<file path="config.mk">
export PLATFORM = sky130hd
export DESIGN_NAME = axil_rw_arbiter
export DESIGN_NICKNAME = d
export VERILOG_FILES = /design/src/rtl/axil_rw_arbiter.sv
export SDC_FILE = /design/constraint.sdc
export NUM_CORES = 1
export LEC_CHECK = 0
export BUFFER_PORTS_ARGS = -buffer_cell sky130_fd_sc_hd__buf_2
export CAP_MARGIN = 40
export CORE_AREA = 2 2 172 174
export DETAILED_ROUTE_END_ITERATION = 8
export DIE_AREA = 0 0 174 176
export RECOVER_POWER = 100
export SLEW_MARGIN = 20
export SYNTH_ARGS = -nofsm -noshare
export SYNTH_HDL_FRONTEND = slang
export SYNTH_SLANG_ARGS = --single-unit
</file>
<file path="constraint.sdc">
create_clock -name i_aclk -period 3.5 [get_ports i_aclk]
set_input_delay 0.7 -clock i_aclk [delete_from_list [all_inputs] [get_ports i_aclk]]
set_output_delay 0.7 -clock i_aclk [all_outputs]
set_load 0.02 [all_outputs]
</file>
<file path="src/rtl/axil_rw_arbiter.sv">
// Two-requester arbiter/sequencer sharing one AXI-lite master wrapper between
// instruction fetch (read-only) and load/store (read, write or null request).
// Only one transaction is outstanding at a time. MEM has priority over IF,
// but a streak counter forces an IF grant after MEM_STREAK_MAX consecutive
// MEM grants taken while IF was waiting.
module axil_rw_arbiter #(
    parameter int DATA_WIDTH     = 64,
    parameter int ADDR_WIDTH     = 32,
    parameter int STRB_WIDTH     = DATA_WIDTH / 8,
    parameter int MEM_STREAK_MAX = 4
) (
    input  logic                  i_aclk,
    input  logic                  i_areset,

    // Instruction fetch requester
    input  logic                  i_if_valid,
    input  logic [ADDR_WIDTH-1:0] i_if_addr,
    output logic                  o_if_addr_ok,
    output logic                  o_if_data_ok,
    output logic [DATA_WIDTH-1:0] o_if_rdata,

    // Load/store requester
    input  logic                  i_mem_valid,
    input  logic                  i_mem_ren,
    input  logic                  i_mem_wen,
    input  logic [ADDR_WIDTH-1:0] i_mem_addr,
    input  logic [DATA_WIDTH-1:0] i_mem_wdata,
    input  logic [STRB_WIDTH-1:0] i_mem_wstrb,
    output logic                  o_mem_addr_ok,
    output logic                  o_mem_data_ok,
    output logic [DATA_WIDTH-1:0] o_mem_rdata,

    // Request interface of the AXI-lite master wrapper
    output logic                  o_m_valid,
    output logic                  o_m_ren,
    output logic                  o_m_wen,
    output logic [ADDR_WIDTH-1:0] o_m_addr,
    output logic [DATA_WIDTH-1:0] o_m_wdata,
    output logic [STRB_WIDTH-1:0] o_m_wstrb,
    input  logic                  i_m_addr_ok,
    input  logic                  i_m_data_ok,
    input  logic [DATA_WIDTH-1:0] i_m_rdata
);

    typedef enum logic [1:0] {
        ST_IDLE,
        ST_ISSUE,
        ST_WAIT,
        ST_RESP
    } state_e;

    localparam logic [2:0] STREAK_MAX = 3'(MEM_STREAK_MAX);

    state_e                state_q,    state_d;
    logic [2:0]            streak_q,   streak_d;
    logic                  ownerMem_q, ownerMem_d;
    logic                  mRen_q,     mRen_d;
    logic                  mWen_q,     mWen_d;
    logic [ADDR_WIDTH-1:0] mAddr_q,    mAddr_d;
    logic [DATA_WIDTH-1:0] mWdata_q,   mWdata_d;
    logic [STRB_WIDTH-1:0] mWstrb_q,   mWstrb_d;
    logic [DATA_WIDTH-1:0] rdata_q,    rdata_d;

    logic memGrant;
    logic ifGrant;
    logic memIsRead;
    logic memIsNull;
    logic ifForced;

    // The wrapper only reports completion; address acceptance carries no
    // extra information for this sequencer.
    logic unusedAddrOk;
    assign unusedAddrOk = i_m_addr_ok;

    // Arbitration: MEM wins in IDLE unless IF has been starved long enough.
    always_comb begin
        ifForced  = i_if_valid && (streak_q == STREAK_MAX);
        memGrant  = (state_q == ST_IDLE) && i_mem_valid && !ifForced;
        ifGrant   = (state_q == ST_IDLE) && i_if_valid && !memGrant;
        memIsRead = !i_mem_wen && i_mem_ren;
        memIsNull = !i_mem_wen && !i_mem_ren;
    end

    // Next-state logic: latch the winner on a grant, sequence the transfer,
    // capture read data on completion.
    always_comb begin
        state_d    = state_q;
        streak_d   = streak_q;
        ownerMem_d = ownerMem_q;
        mRen_d     = mRen_q;
        mWen_d     = mWen_q;
        mAddr_d    = mAddr_q;
        mWdata_d   = mWdata_q;
        mWstrb_d   = mWstrb_q;
        rdata_d    = rdata_q;

        case (state_q)
            ST_IDLE: begin
                if (memGrant) begin
                    ownerMem_d = 1'b1;
                    mAddr_d    = i_mem_addr;
                    mWdata_d   = i_mem_wdata;
                    mWstrb_d   = i_mem_wstrb;
                    mWen_d     = i_mem_wen;
                    mRen_d     = memIsRead;
                    rdata_d    = '0;
                    if (i_if_valid) begin
                        streak_d = (streak_q == STREAK_MAX) ? STREAK_MAX : streak_q + 3'd1;
                    end else begin
                        streak_d = 3'd0;
                    end
                    state_d = memIsNull ? ST_RESP : ST_ISSUE;
                end else if (ifGrant) begin
                    ownerMem_d = 1'b0;
                    mAddr_d    = i_if_addr;
                    mWdata_d   = '0;
                    mWstrb_d   = '0;
                    mWen_d     = 1'b0;
                    mRen_d     = 1'b1;
                    rdata_d    = '0;
                    streak_d   = 3'd0;
                    state_d    = ST_ISSUE;
                end
            end
            ST_ISSUE: begin
                state_d = ST_WAIT;
            end
            ST_WAIT: begin
                if (i_m_data_ok) begin
                    rdata_d = mRen_q ? i_m_rdata : '0;
                    state_d = ST_RESP;
                end
            end
            ST_RESP: begin
                state_d = ST_IDLE;
            end
            default: begin
                state_d = ST_IDLE;
            end
        endcase
    end

    // State and datapath registers; reset drops any in-flight transaction.
    always_ff @(posedge i_aclk) begin
        if (i_areset) begin
            state_q    <= ST_IDLE;
            streak_q   <= 3'd0;
            ownerMem_q <= 1'b0;
            mRen_q     <= 1'b0;
            mWen_q     <= 1'b0;
            mAddr_q    <= '0;
            mWdata_q   <= '0;
            mWstrb_q   <= '0;
            rdata_q    <= '0;
        end else begin
            state_q    <= state_d;
            streak_q   <= streak_d;
            ownerMem_q <= ownerMem_d;
            mRen_q     <= mRen_d;
            mWen_q     <= mWen_d;
            mAddr_q    <= mAddr_d;
            mWdata_q   <= mWdata_d;
            mWstrb_q   <= mWstrb_d;
            rdata_q    <= rdata_d;
        end
    end

    // Output pulses decoded from state; forced low while reset is asserted.
    always_comb begin
        o_if_addr_ok  = ifGrant && !i_areset;
        o_mem_addr_ok = memGrant && !i_areset;
        o_m_valid     = (state_q == ST_ISSUE) && !i_areset;
        o_if_data_ok  = (state_q == ST_RESP) && !ownerMem_q && !i_areset;
        o_mem_data_ok = (state_q == ST_RESP) && ownerMem_q && !i_areset;
        o_if_rdata    = rdata_q;
        o_mem_rdata   = rdata_q;
        o_m_ren       = mRen_q;
        o_m_wen       = mWen_q;
        o_m_addr      = mAddr_q;
        o_m_wdata     = mWdata_q;
        o_m_wstrb     = mWstrb_q;
    end

endmodule

</file>
Word-level counts from Yosys, hierarchy flattened
Cells that the tools add are included.

Equal/unequal tests: 6. $add $sub $neg: 1. Muxes and demuxes: 24. Reductions and logical operators: 26.

Operators with widths (count): $mux 64 (5); $pmux 64 s2 (1); $mux 32 (2); $mux 8 (2); $logic_and 1x1->1 (14); $mux 3 (4); $mux 2 (4); $pmux 2 s4 (1); $logic_not 1->1 (6); $mux 1 (5); $eq 2x2->1 const B (2); $reduce_and 2->1 (2); $reduce_bool 2->1 (2); $add 3x1->3 const B (1); $eq 3x3->1 const B (1); $ne 3x3->1 const B (1); $reduce_and 3->1 (1); $eq 2x1->1 const B (1); $logic_not 2->1 (1); $ne 2x2->1 const B (1).

Flip-flop bits (word level): 176. Output and inout port bits: 239. Word-level logic and storage cells: 66.

Longest topological paths before layout
Gate-level depths: netlist (run 1).

Word-level depth: 9. Depth in mapped cells: 9. Depth with buffers taken out: 5.

Worst setup path after synthesis (run 1)
Ideal clock, no wire load.

Path kind: input port to output port. Start point: in i_areset. End point: out o_if_data_ok. Path slack: 1101 ps. Buffers on the path: 3. Data arrival time: 1699 ps. Stages on the path: 4. Path through: buf_2 buf_2 buf_2 nor3b_1.

Longest elaborated chain between the ends: 2.

RTL lines: start: declaration (line 13) `input logic i_areset,`; $logic_not 1->1 (line 173) `o_if_data_ok = (state_q == ST_RESP) && !ownerMem_q && !i_areset;`; $logic_and 1x1->1 (line 173); end: declaration (line 19) `output logic o_if_data_ok,`.

No other way between the ends.

Worst setup path in the final report (run 1)
Start point: reg state_q[1]. End point: reg mAddr_q[17], in the netlist o_m_addr[17].

Longest elaborated chain between the ends: 7. Elaborated cells on any way between the ends: 9. Those cells by class: mux (1); reduce/logical (8).

RTL lines: start: declaration (line 54) `state_e state_q, state_d;`; start signal: assignment (line 156) `state_q <= state_d;`; $logic_not 2->1 (*) (line 78, 79, 97); $logic_and 1x1->1 (2 in a row) (line 78) `memGrant = (state_q == ST_IDLE) && i_mem_valid && !ifForced;`; $logic_not 1->1 (line 79) `ifGrant = (state_q == ST_IDLE) && i_if_valid && !memGrant;`; $logic_and 1x1->1 (line 79); $reduce_bool 2->1 (no line); $reduce_and 2->1 (no line); end signal: assignment (line 161) `mAddr_q <= mAddr_d;`; end: declaration (line 59) `logic [ADDR_WIDTH-1:0] mAddr_q, mAddr_d;`.

Every way passes the cells marked *; elsewhere a longest branch is shown, timed or not. A chain may end at the register's enable or synchronous reset.

==> results of run 1 <==
==> layout by cell type (no fill, tap or decap), drive strengths merged, types with 2 or more instances in the layout <==
| cell | n |
|---|---|
| inv | 13 |
| dfxtp | 176 |
| a21oi | 2 |
| clkbuf | 257 |
| a22o | 54 |
| a31oi | 34 |
| o21ai | 34 |
| nor2b | 3 |
| ha | 7 |
| buf | 218 |
| nand2 | 65 |
| clkinv | 5 |
| and3b | 2 |
| nand2b | 66 |
| nor3 | 7 |
| mux2i | 64 |
| a211oi | 34 |
| a32oi | 20 |
| nor2 | 58 |
| nor3b | 2 |
==> layout make-up <==
type / count / area, sq um
flip-flops and latches: 176 / 3520
well taps: 384 / 480
clock inverters: 15 / 141
multi-input cells: 461 / 3100
diodes: 1 / 2.50
clock buffers: 17 / 425
fillers: 3140 / 18800
inverters: 4 / 15.0
repair buffers: 458 / 2050
==> registers in the layout (all words and copies together) (netlist names) <==
name / count
o_m_addr: 32
o_m_wen: 1
o_m_wdata: 64
o_m_ren: 1
o_m_wstrb: 8
state_q: 2
ownerMem_q: 1
streak_q: 3
o_if_rdata: 64
==> through the flow <==
stage               area [sq um]  cells  hold WS (ns)  setup WS, ns  util (%)
floorplan                   7490    773         0.442          1.10         -
finish                      9730   1516         0.475         0.660      34.1
detailed placement          9490   1483         0.450         0.904      33.2
global placement            9490   1483         0.451         0.960      33.2
global route                9730   1515         0.453         0.382      34.1
CTS                        10100   1515         0.449         0.778      35.2
==> where the power goes <==
part	switching, uW	total [uW]	internal (uW)
Combinational	1650	2610	955
Sequential	184	2520	2330
Clock	939	1890	947
Total	2770	7010	4240
==> how the worst min path moves through the flow <==
stage / slack, ns / depth (start not counted) / end / start
2_1_floorplan: 0.44 / 1 / ownerMem_q / ownerMem_q
5_1_grt: 0.45 / 2 / o_m_wdata[29] / i_mem_wdata[29]
6_report: 0.48 / 1 / o_m_wdata[27] / o_m_wdata[27]
3_3_place_gp: 0.45 / 1 / o_m_wdata[35] / o_m_wdata[35]
4_1_cts: 0.45 / 2 / o_m_wdata[42] / i_mem_wdata[42]
3_5_place_dp: 0.45 / 1 / o_m_wdata[24] / o_m_wdata[24]
==> routing by layer <==
metal	track usage [%]	vias up
met4	4.34	0
met3	4.33	17
met5	0	-
li1	-	3341
met2	24.8	298
met1	17.9	3126
==> worst reg2reg max path, delay by kind of cell, from the launching register on <==
family	cells	cell delay, ns
AND/OR/NAND/NOR	1	1.15
buffers and inverters	2	0.53
AO/OA/AOI/OAI	2	0.38
flip-flops	1	0.35
adder cells (fa/ha/maj)	1	0.35
==> cell families (layout without fill, tap and decap cells) <==
family	after synthesis	in the layout
mux	65	65
compound gates	180	180
flops	176	176
fa+ha+maj	7	7
buf+inv	136	494
other cells	0	1
simple gates	209	209
==> summary.txt, run 1 <==
Synth Area in Compound Gates: 17.6%
Die Wd: 174 um
endpoints failing setup: 0
cell taking the most area after synthesis: dfxtp_1
Final Power: 7010 uW
largest net degree at the start of global routing: 65
Skew-Pair Late Insertion Delay: 0.43 ns
CP max stage delay: 1.15 ns
Core Rows: 62
HP Class: flip-flop to flip-flop
hold buffer count at CTS: 0
crit path launch type: flip-flop
Routed met1 length: 10400 um
Die H: 176 um
Vias/cell: 4.47
slowest cell on the critical path: and2_0
top cells by count, synth: dfxtp_1, buf_4, nand2b_1
peak supply drop: 519 uV
port bufs: 445
Distinct cells, synth: 35
Post-Synth Adder-Cell Area: 1.17%
flop-to-flop setup slack: 0.66 ns
synthesized area: 7490 sq um
1st-pass router iterations: 5
CP endpoint: o_m_addr[17]
Setup crit end kind: flip-flop
layout net count: 1333
Worst Skew: 0.0105 ns
Fmax: 352 MHz
CP arrival: 3.18 ns
Slew Limit Fails: 34
syn nets: 988
clock buffer depth: 2
Tmin final: 2.84 ns
number of flops mapped to enable cells by yosys: 0
worst-path maximum fanout: 25
routed len/inst: 15.5 um
Die Area: 30600 sq um
Post-CTS Repair Setup Buffers: 0
CTS tree: built
Worst-path clk slew: 0.08 ns
met2 routed WL: 11100 um
largest family of logic cells by synthesized area: compound AO/OA/AOI/OAI gates
Initial Utilization: 26.2%
global-route wire length before repair: 35300 um
R2R depth: 6
fraction of registers with async set/reset: 0%
pwr dens: 720 nW/um^2
outcome: complete, but fails checks
Syn Area/Cell: 9.69 sq um
CTS HTree Levels: 4
Slew @ Worst Pin: 1.68 ns
share of the synthesized area in the top cell type: 47.0%
vias in the first global route: 6402
#FFs+latches synth: 176
Antenna Nets Post-Route: 0
Top Family by Delay on Critical Path: simple AND/OR/NAND/NOR gates
Synth Area in Simple Gates: 13.7%
R2R Path End: o_m_addr[17]
crit-path cells: inv_1 > ha_1 > and2_0 > buf_4 > a31oi_1 > a211oi_1
area grow syn2layout: 29.9%
RR Startpoint: state_q[1]
total congestion overflow: 0
Met3 Wirelength: 1610 um
HPWL after DPL: 16700 um
Worst Path Buf+Inv: 2
GR Util All Layers: 14.6%
Synth Area in XOR/XNOR: 0%
top routing layer in use: met4
1st-iter DRT viols: 317
core area: 28500 sq um
final wirelength: 23500 um
sequential area share after synthesis: 47.0%
multiplexer area fraction after synthesis: 8.70%
number of remaining DRC errors: 0
GP Congestion: 0.803
Worst EP required: 3.84 ns
Ports: 447
setup_tns: 0 ns
Slew headroom: -12.2%
failing checks: max-capacitance violations, max-slew violations
Worst path depth: 6
PostCTS Resize Cnt: 0
antenna violations before repair: 1
Final Hold Viols: 0
CTS Buf Count: 17
TritonCTS Sinks: 176
ys flop type: dfxtp_1
Yosys Warn Count: 0
static leakage: 0.00395 uW
cell count after synthesis: 773
vias: 6782
max cap viols: 1
dominant cell by count in the synthesized netlist: dfxtp_1
RSZ-0062 raised after global routing: no
share of layout cells above drive strength 1: 23.2%
CP startpoint: state_q[1]
CTS Root Cell: clkbuf_16
Tcrit/Tclk final: 81.1%
crit path kind: flip-flop to flip-flop
top post-synthesis cells by area: dfxtp_1, mux2i_1, buf_4
No activity file was read; power rests on OpenSTA's default activity.
==> inputs of run 2 (changes only) <==
- CORE_AREA: 2 2 172 174 -> 2 2 174 176
- DIE_AREA: 0 0 174 176 -> 0 0 176 178
- clock period: 3.5 -> 2.4 ns (I/O delays scaled with it)
==> summary.txt, run 2 (synthesis results as in run 1) <==
Fmax: 452 MHz
area grow syn2layout: 31.9% (was 29.9%)
CTS tree: built (unchanged)
grt met2 use: 23.2% (was 24.8%)
min-delay src: i_mem_wdata[42] (was o_m_wdata[27])
GR met1 Demand/Resource: 17.1% (was 17.9%)
Die Area: 31300 sq um (was 30600 sq um)
slowest cell on the critical path: dfxtp_1 (was and2_0)
CP max stage delay: 0.34 ns (was 1.15 ns)
commonest non-fill, non-tap cells in the layout: clkbuf_1, buf_2, dfxtp_1 (unchanged)
Final Hold Viols: 0 (unchanged)
crit-path cells: inv_1 > ha_4 > nand2_2 > nor3_4 > clkbuf_2 (was inv_1 > ha_1 > and2_0 > buf_4 > a31oi_1 > a211oi_1)
1st-pass router iterations: 4 (was 5)
CTS Root Cell: clkbuf_16 (unchanged)
crit path launch type: flip-flop (unchanged)
max cap viols: 0 (was 1)
vias: 6878 (was 6782)
Worst Skew: 0.0120 ns (was 0.0105 ns)
antenna violations before repair: 1 (unchanged)
core area: 29400 sq um (was 28500 sq um)
layout net count: 1344 (was 1333)
port bufs: 445 (unchanged)
total congestion overflow: 0 (unchanged)
Worst-path clk slew: 0.08 ns (about the same)
Final Power: 10200 uW (was 7010 uW)
CTS Buf Count: 17 (unchanged)
pwr dens: 1040 nW/um^2 (was 720 nW/um^2)
clock buffer depth: 2 (unchanged)
busiest layer in global routing: met2 (unchanged)
HPWL after DPL: 16900 um (was 16700 um)
vias in the first global route: 6299 (was 6402)
Worst EP required: 1.92 ns (was 3.84 ns)
Antenna Nets Post-Route: 0 (unchanged)
peak supply drop: 512 uV (was 519 uV)
Die H: 178 um (was 176 um)
global-route wire length before repair: 34400 um (was 35300 um)
share of layout cells above drive strength 1: 23.4% (was 23.2%)
post-place setup slack: 0.312 ns (was 0.904 ns)
1st-iter DRT viols: 271 (was 317)
Slew @ Worst Pin: 1.13 ns (was 1.68 ns)
setup_tns: 0 ns (unchanged)
outcome: completed (was complete, but fails checks)
Core Rows: 63 (was 62)
Slew Limit Fails: 0 (was 34)
TritonCTS Sinks: 176 (unchanged)
final wirelength: 23400 um (was 23500 um)
Setup crit end kind: output pin (was flip-flop)
R2R depth: 6 (unchanged)
Worst Path Buf+Inv: 2 (unchanged)
fin worst setup slack: 0.187 ns (was 0.660 ns)
dpl cells: 1500 (was 1483)
CP arrival: 1.73 ns (was 3.18 ns)
Initial Utilization: 25.5% (was 26.2%)
RR Startpoint: state_q[0] (was state_q[1])
number of remaining DRC errors: 0 (unchanged)
Skew-Pair Late Insertion Delay: 0.43 ns (about the same)
Finished Layout Cells: 1532 (was 1516)
crit path kind: flip-flop to output pin (was flip-flop to flip-flop)
Slew headroom: 24.5% (was -12.2%)
worst-path maximum fanout: 8 (was 25)
RSZ-0062 raised after global routing: no (unchanged)
Top Family by Delay on Critical Path: simple AND/OR/NAND/NOR gates (unchanged)
Die Wd: 176 um (was 174 um)
R2R Path End: streak_q[0] (was o_m_addr[17])
CTS HTree Levels: 4 (unchanged)
Vias/cell: 4.49 (was 4.47)
endpoints failing setup: 0 (unchanged)
routed len/inst: 15.3 um (was 15.5 um)
# diodes: 0 (was 1)
commonest non-fill, non-tap cell in the layout: clkbuf_1 (unchanged)
Post-CTS Repair Setup Buffers: 0 (unchanged)
Tmin final: 2.21 ns
Tcrit/Tclk final: 92.2%
hold buffer count at CTS: 0 (unchanged)
filler instances: 3213 (was 3140)
M3 GR Usage: 4.45% (was 4.33%)
largest net degree at the start of global routing: 68 (was 65)
number of cells on the worst hold path: 2 (was 1)
flop-to-flop setup slack: 0.23 ns (was 0.66 ns)
GP Congestion: 0.818 (was 0.803)
Ports: 447 (unchanged)
hold path endpoint: o_m_wdata[42] (was o_m_wdata[27])
static leakage: 0.00398 uW (was 0.00395 uW)
HP Class: input pin to flip-flop (was flip-flop to flip-flop)
GR Util All Layers: 13.9% (was 14.6%)
[run 2: power breakdown]
group	internal [uW]	leakage (uW)	total, uW	switching, uW
registers	3410	0.00144	3680	272
clock network	1440	0.000243	2670	1230
logic	1470	0.00230	3900	2430
[run 2: worst max-delay path by stage]
stage | cells after the start | end | startpoint | slack (ns)
after floorplan | 7 | o_if_addr_ok | state_q[0] | 0.33
after global placement | 7 | o_if_rdata[63] | state_q[0] | 0.41
after detailed placement | 7 | o_if_rdata[53] | state_q[0] | 0.31
after CTS | 5 | o_mem_addr_ok | state_q[1] | 0.09
after global routing | 6 | o_if_addr_ok | state_q[0] | 0.03
final | 5 | o_mem_addr_ok | state_q[0] | 0.19
[run 2: per-stage QoR]
stage | hold WS (ns) | cell area (sq um) | utilization [%]
global placement | 0.450 | 9670 | 32.9
global route | 0.239 | 9880 | 33.6
CTS | 0.230 | 10200 | 34.8
floorplan | 0.442 | 7490 | -
finish | 0.263 | 9880 | 33.6
detailed placement | 0.450 | 9670 | 32.9
[run 2: routing by layer]
metal	routed length (um)	up-vias	part of all wire, %
met2	11400	302	49
met5	13	-	0.055
met3	1740	18	7.4
li1	-	3356	-
met1	10100	3200	43
met4	240	2	1.0
[run 2: timing repair]
item / CTS / global route
gates cloned: 0 / 0
resized for setup: 1 / 1
endpoints found under the setup margin: 2 / 2
[run 2: area by class of cell]
class                           count  area (sq um)  share of cell area, %
Multi-Input combinational cell    461          3110                   31.5
Timing Repair Buffer              469          2190                   22.2
Clock inverter                     11           109                   1.10
Inverter                            4          15.0                  0.152
Sequential cell                   176          3520                   35.7
Clock buffer                       21           440                   4.46
Tap cell                          390           488                   4.94
